`config.mk`:
```
export PLATFORM = sky130hd
export DESIGN_NAME = instr_fetch_unit
export DESIGN_NICKNAME = d
export VERILOG_FILES = /design/src/rtl/instr_fetch_unit.sv
export SDC_FILE = /design/constraint.sdc
export NUM_CORES = 1
export LEC_CHECK = 0
export BUFFER_PORTS_ARGS = -buffer_cell sky130_fd_sc_hd__buf_4
export CORE_MARGIN = 2
export CORE_UTILIZATION = 57
export CTS_CLUSTER_SIZE = 24
export DETAILED_ROUTE_END_ITERATION = 10
export PLACE_DENSITY = 0.87
export SYNTH_ARGS = -nofsm -noshare
export SYNTH_HDL_FRONTEND = slang
export SYNTH_SLANG_ARGS = --single-unit
```
`constraint.sdc`:
```
create_clock -name clk -period 6 [get_ports clk]
set_input_delay 0.3 -clock clk [delete_from_list [all_inputs] [get_ports clk]]
set_output_delay 0.3 -clock clk [all_outputs]
set_load 0.02 [all_outputs]
```
`src/rtl/instr_fetch_unit.sv`:
```
// Instruction fetch unit: owns the PC, fetches over a req/valid handshake and holds each word until accepted.
// Define IFU_PERF_CNT_EN to add the fetch_count / taken_count performance counters.
module instr_fetch_unit #(
    parameter int                ADDR_W   = 64,
    parameter logic [ADDR_W-1:0] RESET_PC = 64'h0
) (
    input  logic              clk,
    input  logic              reset,
    output logic              imem_req,
    output logic [ADDR_W-1:0] imem_addr,
    input  logic              imem_valid,
    input  logic [31:0]       imem_rdata,
    output logic [31:0]       instruction,
    output logic              instr_valid,
    input  logic              instr_ready,
    output logic [ADDR_W-1:0] pc,
`ifdef IFU_PERF_CNT_EN
    output logic [31:0]       fetch_count,
    output logic [31:0]       taken_count,
`endif
    input  logic              UncondBr,
    input  logic              BrTaken,
    input  logic [18:0]       CondAddr19,
    input  logic [25:0]       BrAddr26,
    input  logic              halt
);

    typedef enum logic [1:0] {
        ST_IDLE  = 2'd0,
        ST_FETCH = 2'd1,
        ST_HOLD  = 2'd2
    } state_t;

    localparam logic [ADDR_W-1:0] PC_STEP = {{(ADDR_W-3){1'b0}}, 3'b100};

    state_t            state_r;
    logic              accept_s;
    logic [ADDR_W-1:0] br_off_s;
    logic [ADDR_W-1:0] next_pc_s;

    // Word offsets are sign-extended and scaled to bytes; wrap-around is plain modulo arithmetic.
    function automatic logic [ADDR_W-1:0] word_off26(input logic [25:0] off);
        return {{(ADDR_W-28){off[25]}}, off, 2'b00};
    endfunction

    function automatic logic [ADDR_W-1:0] word_off19(input logic [18:0] off);
        return {{(ADDR_W-21){off[18]}}, off, 2'b00};
    endfunction

    assign accept_s  = (state_r == ST_HOLD) && instr_ready;
    assign imem_addr = {pc[ADDR_W-1:2], 2'b00};

    // Branch target selection; only consumed in the accept cycle.
    always_comb begin
        br_off_s  = word_off19(CondAddr19);
        next_pc_s = pc + PC_STEP;
        if (UncondBr) begin
            br_off_s = word_off26(BrAddr26);
        end else begin
            br_off_s = word_off19(CondAddr19);
        end
        if (BrTaken) begin
            next_pc_s = pc + br_off_s;
        end else begin
            next_pc_s = pc + PC_STEP;
        end
    end

    // Fetch FSM with registered handshake outputs, PC and held instruction.
    always_ff @(posedge clk or posedge reset) begin
        if (reset) begin
            state_r     <= ST_IDLE;
            pc          <= RESET_PC;
            instruction <= 32'h0;
            instr_valid <= 1'b0;
            imem_req    <= 1'b0;
        end else begin
            case (state_r)
                ST_IDLE: begin
                    if (!halt) begin
                        state_r  <= ST_FETCH;
                        imem_req <= 1'b1;
                    end else begin
                        state_r  <= ST_IDLE;
                        imem_req <= 1'b0;
                    end
                end
                ST_FETCH: begin
                    // halt is deliberately ignored here: an outstanding request always completes.
                    if (imem_valid) begin
                        instruction <= imem_rdata;
                        instr_valid <= 1'b1;
                        imem_req    <= 1'b0;
                        state_r     <= ST_HOLD;
                    end else begin
                        imem_req    <= 1'b1;
                        state_r     <= ST_FETCH;
                    end
                end
                ST_HOLD: begin
                    if (accept_s) begin
                        pc          <= next_pc_s;
                        instr_valid <= 1'b0;
                        if (halt) begin
                            state_r  <= ST_IDLE;
                            imem_req <= 1'b0;
                        end else begin
                            state_r  <= ST_FETCH;
                            imem_req <= 1'b1;
                        end
                    end else begin
                        instr_valid <= 1'b1;
                        imem_req    <= 1'b0;
                        state_r     <= ST_HOLD;
                    end
                end
                default: begin
                    state_r     <= ST_IDLE;
                    instr_valid <= 1'b0;
                    imem_req    <= 1'b0;
                end
            endcase
        end
    end

`ifdef IFU_PERF_CNT_EN
    // Accept and taken-branch counters, wrapping at 2^32.
    always_ff @(posedge clk or posedge reset) begin
        if (reset) begin
            fetch_count <= 32'h0;
            taken_count <= 32'h0;
        end else begin
            if (accept_s) begin
                fetch_count <= fetch_count + 32'd1;
            end
            if (accept_s && BrTaken) begin
                taken_count <= taken_count + 32'd1;
            end
        end
    end
`endif

endmodule

```
# ---- Word-level counts from Yosys, hierarchy flattened
# Cells that the tools add are included.
dict set report classes {
  n_addsub 2
  mul 0
  n_div 0
  order_cmp 0
  n_eq_ne 3
  shifts 0
  muxes 13
  bitwise 1
  reduce_logical 5
}
# operator n
set ops {}
lappend ops {{two-way mux 64 bit} 2}
lappend ops {{adder 64 x 3 -> 64 bit, second input constant} 1}
lappend ops {{adder 64 bit} 1}
lappend ops {{two-way mux 1 bit} 6}
lappend ops {{one-hot mux 1 bit (3 select lines)} 2}
lappend ops {{one-hot mux 2 bit (3 select lines)} 1}
lappend ops {{AND reduction 2 bit} 3}
lappend ops {{two-way mux 2 bit} 2}
lappend ops {{equality test 2 x 1 -> 1 bit, second input constant} 1}
lappend ops {{equality test 2 bit, second input constant} 1}
lappend ops {{logical NOT 2 bit} 1}
lappend ops {{inequality test 2 bit, second input constant} 1}
lappend ops {{logical AND 1 bit} 1}
lappend ops {{NOT 1 bit} 1}
dict set report totals {
  regBits 100
  latchBits 0
  mem_bits_rw 0
  romBits 0
  inputBits 84
  output_inout_bits 162
  word_cells 29
  mem_count 0
}

# ---- Logic depth before layout (Yosys ltp)
dict set report depth {
  word_depth 4
  ltp_mapped 17
  depth_no_buf 15
}

# ---- Worst setup path before layout
# OpenSTA, ideal clock, no wires.
dict set report synth_path {
  path_type {input port to flip-flop}
  from {in UncondBr}
  to {reg pc[60]}
  setup_time_ps 134
  arrival_time_ps 5576
  t_required_ps 5866
  path_slack_ps 290
  path_stages 14
  path_buffers 1
  path_cell_list {clkbuf_1 -> nand2b_1 -> a21boi_0 -> ha_1 -> a21o_1 -> a21o_1 -> a21oi_1 -> o21ai_0 -> a221o_1 -> a2111oi_1 -> nor2_1 -> a31oi_1 -> xor2_1 -> o21ai_0}
}
dict set report synth_via {
  elab_chain_len 3
}
# item line_no
set synth_lines {}
lappend synth_lines {{from (decl)} 21} ;# input logic UncondBr,
lappend synth_lines {{two-way mux 64 bit} 57} ;# if (UncondBr) begin
lappend synth_lines {{adder 64 bit} 63} ;# next_pc_s = pc + br_off_s;
lappend synth_lines {{two-way mux 64 bit} 62} ;# if (BrTaken) begin
lappend synth_lines {{to (signal assigned)} 102} ;# pc <= next_pc_s;
lappend synth_lines {{to (decl)} 16} ;# output logic [ADDR_W-1:0] pc,
# No other way between the ends.
# A chain may end at the register's enable or synchronous reset.

# ---- Final worst setup path
dict set report layout_path {
  from {in UncondBr}
  to {reg pc[52]}
}
# The elaborated chain is that of the path after synthesis.

==> metrics.txt <==
# TYPE chip_impl_metric gauge
chip_impl_info{name="status",value="finished, violations left"} 1
chip_impl_info{name="violated_checks",value="negative hold slack"} 1
chip_impl_metric{name="endpoints_failing_setup",unit=""} 0
chip_impl_metric{name="edff_count_synth",unit=""} 0
chip_impl_metric{name="die_h",unit="microns"} 124
chip_impl_metric{name="period_minus_slack",unit="ps"} 3810
chip_impl_metric{name="detail_route.vias_per_cell",unit=""} 5.93
chip_impl_metric{name="initialDrtViolationCount",unit=""} 534
chip_impl_info{name="rsz0062_at_grt",value="false"} 1
chip_impl_metric{name="routedLengthMet1",unit="microns"} 9040
chip_impl_info{name="cts.root.buffer_cell",value="clkbuf_16"} 1
chip_impl_metric{name="number_of_port_buffers",unit=""} 241
chip_impl_info{name="yosys.cell_count.top_type",value="nand2_1"} 1
chip_impl_info{name="hold_path.class",value="in -> async"} 1
chip_impl_metric{name="hold-worst-slack",unit="ps"} -5.27
chip_impl_metric{name="clk_pin_slew",unit="ps"} 70
chip_impl_metric{name="syn_avg_cell_area",unit="sq um"} 8.57
chip_impl_metric{name="initial_core_util",unit="%"} 58.6
chip_impl_metric{name="floorplan.die_area",unit="sq um"} 15300
chip_impl_metric{name="dp_slack",unit="ps"} 1830
chip_impl_metric{name="cts_setup_buffers",unit=""} 0
chip_impl_metric{name="number_of_routed_nets_with_antenna_violations",unit=""} 0
chip_impl_metric{name="h_tree_depth",unit=""} 3
chip_impl_metric{name="replace_congestion",unit=""} 0.902
chip_impl_metric{name="routed_wire_length_per_instance",unit="microns"} 16.8
chip_impl_metric{name="holdBufCountCts",unit=""} 0
chip_impl_metric{name="fillerInstances",unit=""} 1100
chip_impl_metric{name="post_layout_nonfiller_instances",unit=""} 1280
chip_impl_metric{name="clock_tree.buffer_depth",unit=""} 2
chip_impl_info{name="synthTopCellsByArea",value="dfrtp_1, ha_1, buf_4, nand2_1, o21ai_0"} 1
chip_impl_metric{name="globalRouteOverflowTotal",unit=""} 0
chip_impl_metric{name="synthDominantCellAreaShare",unit="%"} 29.7
chip_impl_metric{name="detailroute.via_count",unit=""} 7585
chip_impl_info{name="route.top_layer_used",value="met4"} 1
chip_impl_metric{name="dpl_cell_area",unit="sq um"} 9550
chip_impl_metric{name="max_freq",unit="MHz"} 262
chip_impl_metric{name="postLayoutCellArea",unit="sq um"} 9860
chip_impl_info{name="postSynth.topFlopCell",value="dfrtp_1"} 1
chip_impl_info{name="startpoint_type",value="input pin"} 1
chip_impl_metric{name="first_pass_iters",unit=""} 6
chip_impl_info{name="cts_tree",value="yes"} 1
chip_impl_metric{name="post_route_core_utilization",unit="%"} 70.7
chip_impl_metric{name="synth-warning-count",unit=""} 0
chip_impl_metric{name="met3_wirelength",unit="microns"} 1820
chip_impl_metric{name="drc",unit=""} 0
chip_impl_metric{name="antenna-diode-count",unit=""} 0
chip_impl_metric{name="cp_max_fo",unit=""} 38
chip_impl_metric{name="grt_first_pass_wirelength",unit="microns"} 34500
chip_impl_metric{name="rows",unit=""} 43
chip_impl_metric{name="finalClockSkew",unit="ps"} 9.70
chip_impl_metric{name="grtUsageTotal",unit="%"} 28.4
chip_impl_metric{name="antenna_found_initial",unit=""} 0
chip_impl_metric{name="number_of_synthesized_register_bits",unit=""} 97
chip_impl_metric{name="critPathArrivalTime",unit="ps"} 4010
chip_impl_metric{name="dpl.cell_count",unit=""} 1264
chip_impl_metric{name="final-seq-area",unit="sq um"} 2430
chip_impl_info{name="synth_top_cell_by_area",value="dfrtp_1"} 1
chip_impl_metric{name="timing.critical_path.required",unit="ps"} 6200
chip_impl_metric{name="hold_violations",unit=""} 7
chip_impl_metric{name="leak_pwr",unit="nW"} 4.97
chip_impl_metric{name="worst-slew-pin-transition",unit="ps"} 1050
chip_impl_metric{name="minimum_setup_slack_in_the_final_design",unit="ps"} 2190
chip_impl_metric{name="post_cts.resized_instances",unit=""} 0
chip_impl_metric{name="peakVddDrop",unit="mV"} 0.358
chip_impl_metric{name="async_reset_ff_share",unit="%"} 100
chip_impl_metric{name="routed_wirelength",unit="microns"} 21500
chip_impl_metric{name="synthCells",unit=""} 953
chip_impl_metric{name="clk-insertion-delay-late",unit="ps"} 360
chip_impl_info{name="synth_commonest_cells",value="nand2_1, dfrtp_1, o21ai_0, a21oi_1, buf_4"} 1
chip_impl_metric{name="tritoncts.num_buffers",unit=""} 9
chip_impl_metric{name="core_area",unit="sq um"} 13900
chip_impl_metric{name="hpwlAfterDp",unit="microns"} 16500
chip_impl_metric{name="syn_area",unit="sq um"} 8170
chip_impl_metric{name="slew_viol_final",unit=""} 0
chip_impl_metric{name="fin_setup_tns",unit="ps"} 0
chip_impl_metric{name="io_pins",unit=""} 246
chip_impl_metric{name="chipWidth",unit="microns"} 124
chip_impl_metric{name="grt_start_max_net_pins",unit=""} 119
chip_impl_metric{name="drive_gt1_share",unit="%"} 28.9
chip_impl_metric{name="p_per_area",unit="nW/um^2"} 524
chip_impl_info{name="worst-setup-path-type",value="in -> reg"} 1
chip_impl_metric{name="cts_num_sinks",unit=""} 97
chip_impl_metric{name="layout_worst_path_cycle_share",unit="%"} 63.5
chip_impl_metric{name="design.final.nets",unit=""} 1245
chip_impl_metric{name="multiInputGateArea",unit="sq um"} 4970
chip_impl_metric{name="yosysSeqAreaShare",unit="%"} 29.7
chip_impl_info{name="crit_path_end_kind",value="flip-flop"} 1
chip_impl_metric{name="first_global_vias",unit=""} 7199
chip_impl_metric{name="detailroute.wirelength.met2",unit="microns"} 10400
chip_impl_metric{name="max_cap_check_violation_count",unit=""} 0
chip_impl_metric{name="timing.slew.headroom",unit="%"} 30.1
chip_impl_metric{name="p_total",unit="mW"} 5.17
chip_impl_metric{name="syn2layout_area_growth",unit="%"} 20.6
chip_impl_metric{name="ys_types",unit=""} 74
-- report_power, final --
part           internal (mW)  switching (mW)  leakage, nW
Combinational           1.36            1.90         3.61
Clock                  0.338           0.264        0.146
Sequential             0.969           0.331         1.21
-- layout by cell type, fill, tap and decap left out, types with 3 or more instances in the layout --
master	synthesis	layout
a31oi_1	13	13
o21a_1	8	8
dfrtp_1	97	97
a21boi_0	9	8
mux2i_1	18	18
o31a_1	3	3
o21ai_0	79	79
nand2_1	127	126
o211ai_1	3	3
xnor2_1	26	26
or2_2	3	3
mux2_2	34	34
clkbuf_16	0	9
and3_1	6	6
o21bai_1	7	7
and2_1	7	7
o21ai_1	8	8
buf_4	69	244
a21oi_1	72	72
a21o_1	40	40
nor2b_1	19	19
a211oi_1	4	4
nand3_1	7	7
conb_1	1	4
nand2b_1	6	6
ha_1	65	65
nor2_1	31	31
xor2_1	28	28
or3_1	3	3
inv_1	26	25
o31ai_1	6	6
nand4_1	24	24
nor3_1	11	11
-- routing by layer --
metal	vias to the layer above	GRT usage, %
met4	0	6.61
met5	-	0
met1	3599	36.8
met2	341	47.9
li1	3615	-
met3	30	6.87
-- flip-flops by register name, indices dropped and copies added, names as in the netlist --
signal / count
instr_valid: 1
instruction: 32
state_r: 2
pc: 62
-- logic make-up after synthesis --
group | synth area share (%)
buffers and inverters | 9.80
and+or+nand+nor | 15.0
AOI/OAI and AO/OA | 22.6
muxes | 6.89
DFF | 29.7
xor gates and xnor gates | 5.79
adders and majority gates | 10.2
other | 0.0459
-- critical path, cell delays in order --
cell and delay [ps]:
buf_4 230, nand2b_1 300, a21boi_2 150, buf_4 400
ha_1 390, a21o_1 180, a21o_1 160, a21oi_1 250
o21ai_0 150, a221o_1 380, a2111oi_1 460, nor2_1 160
a21oi_1 200, xor2_1 160, o21ai_0 90
-- final timing paths --
| check | from | end | slack, ps | cells after the start |
|---|---|---|---|---|
| max reg2reg | pc[2] | pc[62] | 2580 | 13 |
| min | reset | pc[19] | -5 | 2 |
| min in group clk | imem_rdata[26] | instruction[26] | 170 | 2 |
| max | UncondBr | pc[52] | 2190 | 15 |
| max in group asynchronous | reset | pc[51] | 4890 | 3 |
| min reg2reg | instruction[19] | instruction[19] | 510 | 1 |
-- area by class of cell --
cell class	instances	area share (%)
Multi-Input combinational cell	717	50.4
Timing Repair Buffer	244	18.6
Inverter	26	1.02
Clock inverter	5	0.647
Clock buffer	11	2.46
Tap cell	180	2.28
Sequential cell	97	24.6
Note: power is estimated with default switching activity, not from simulation.
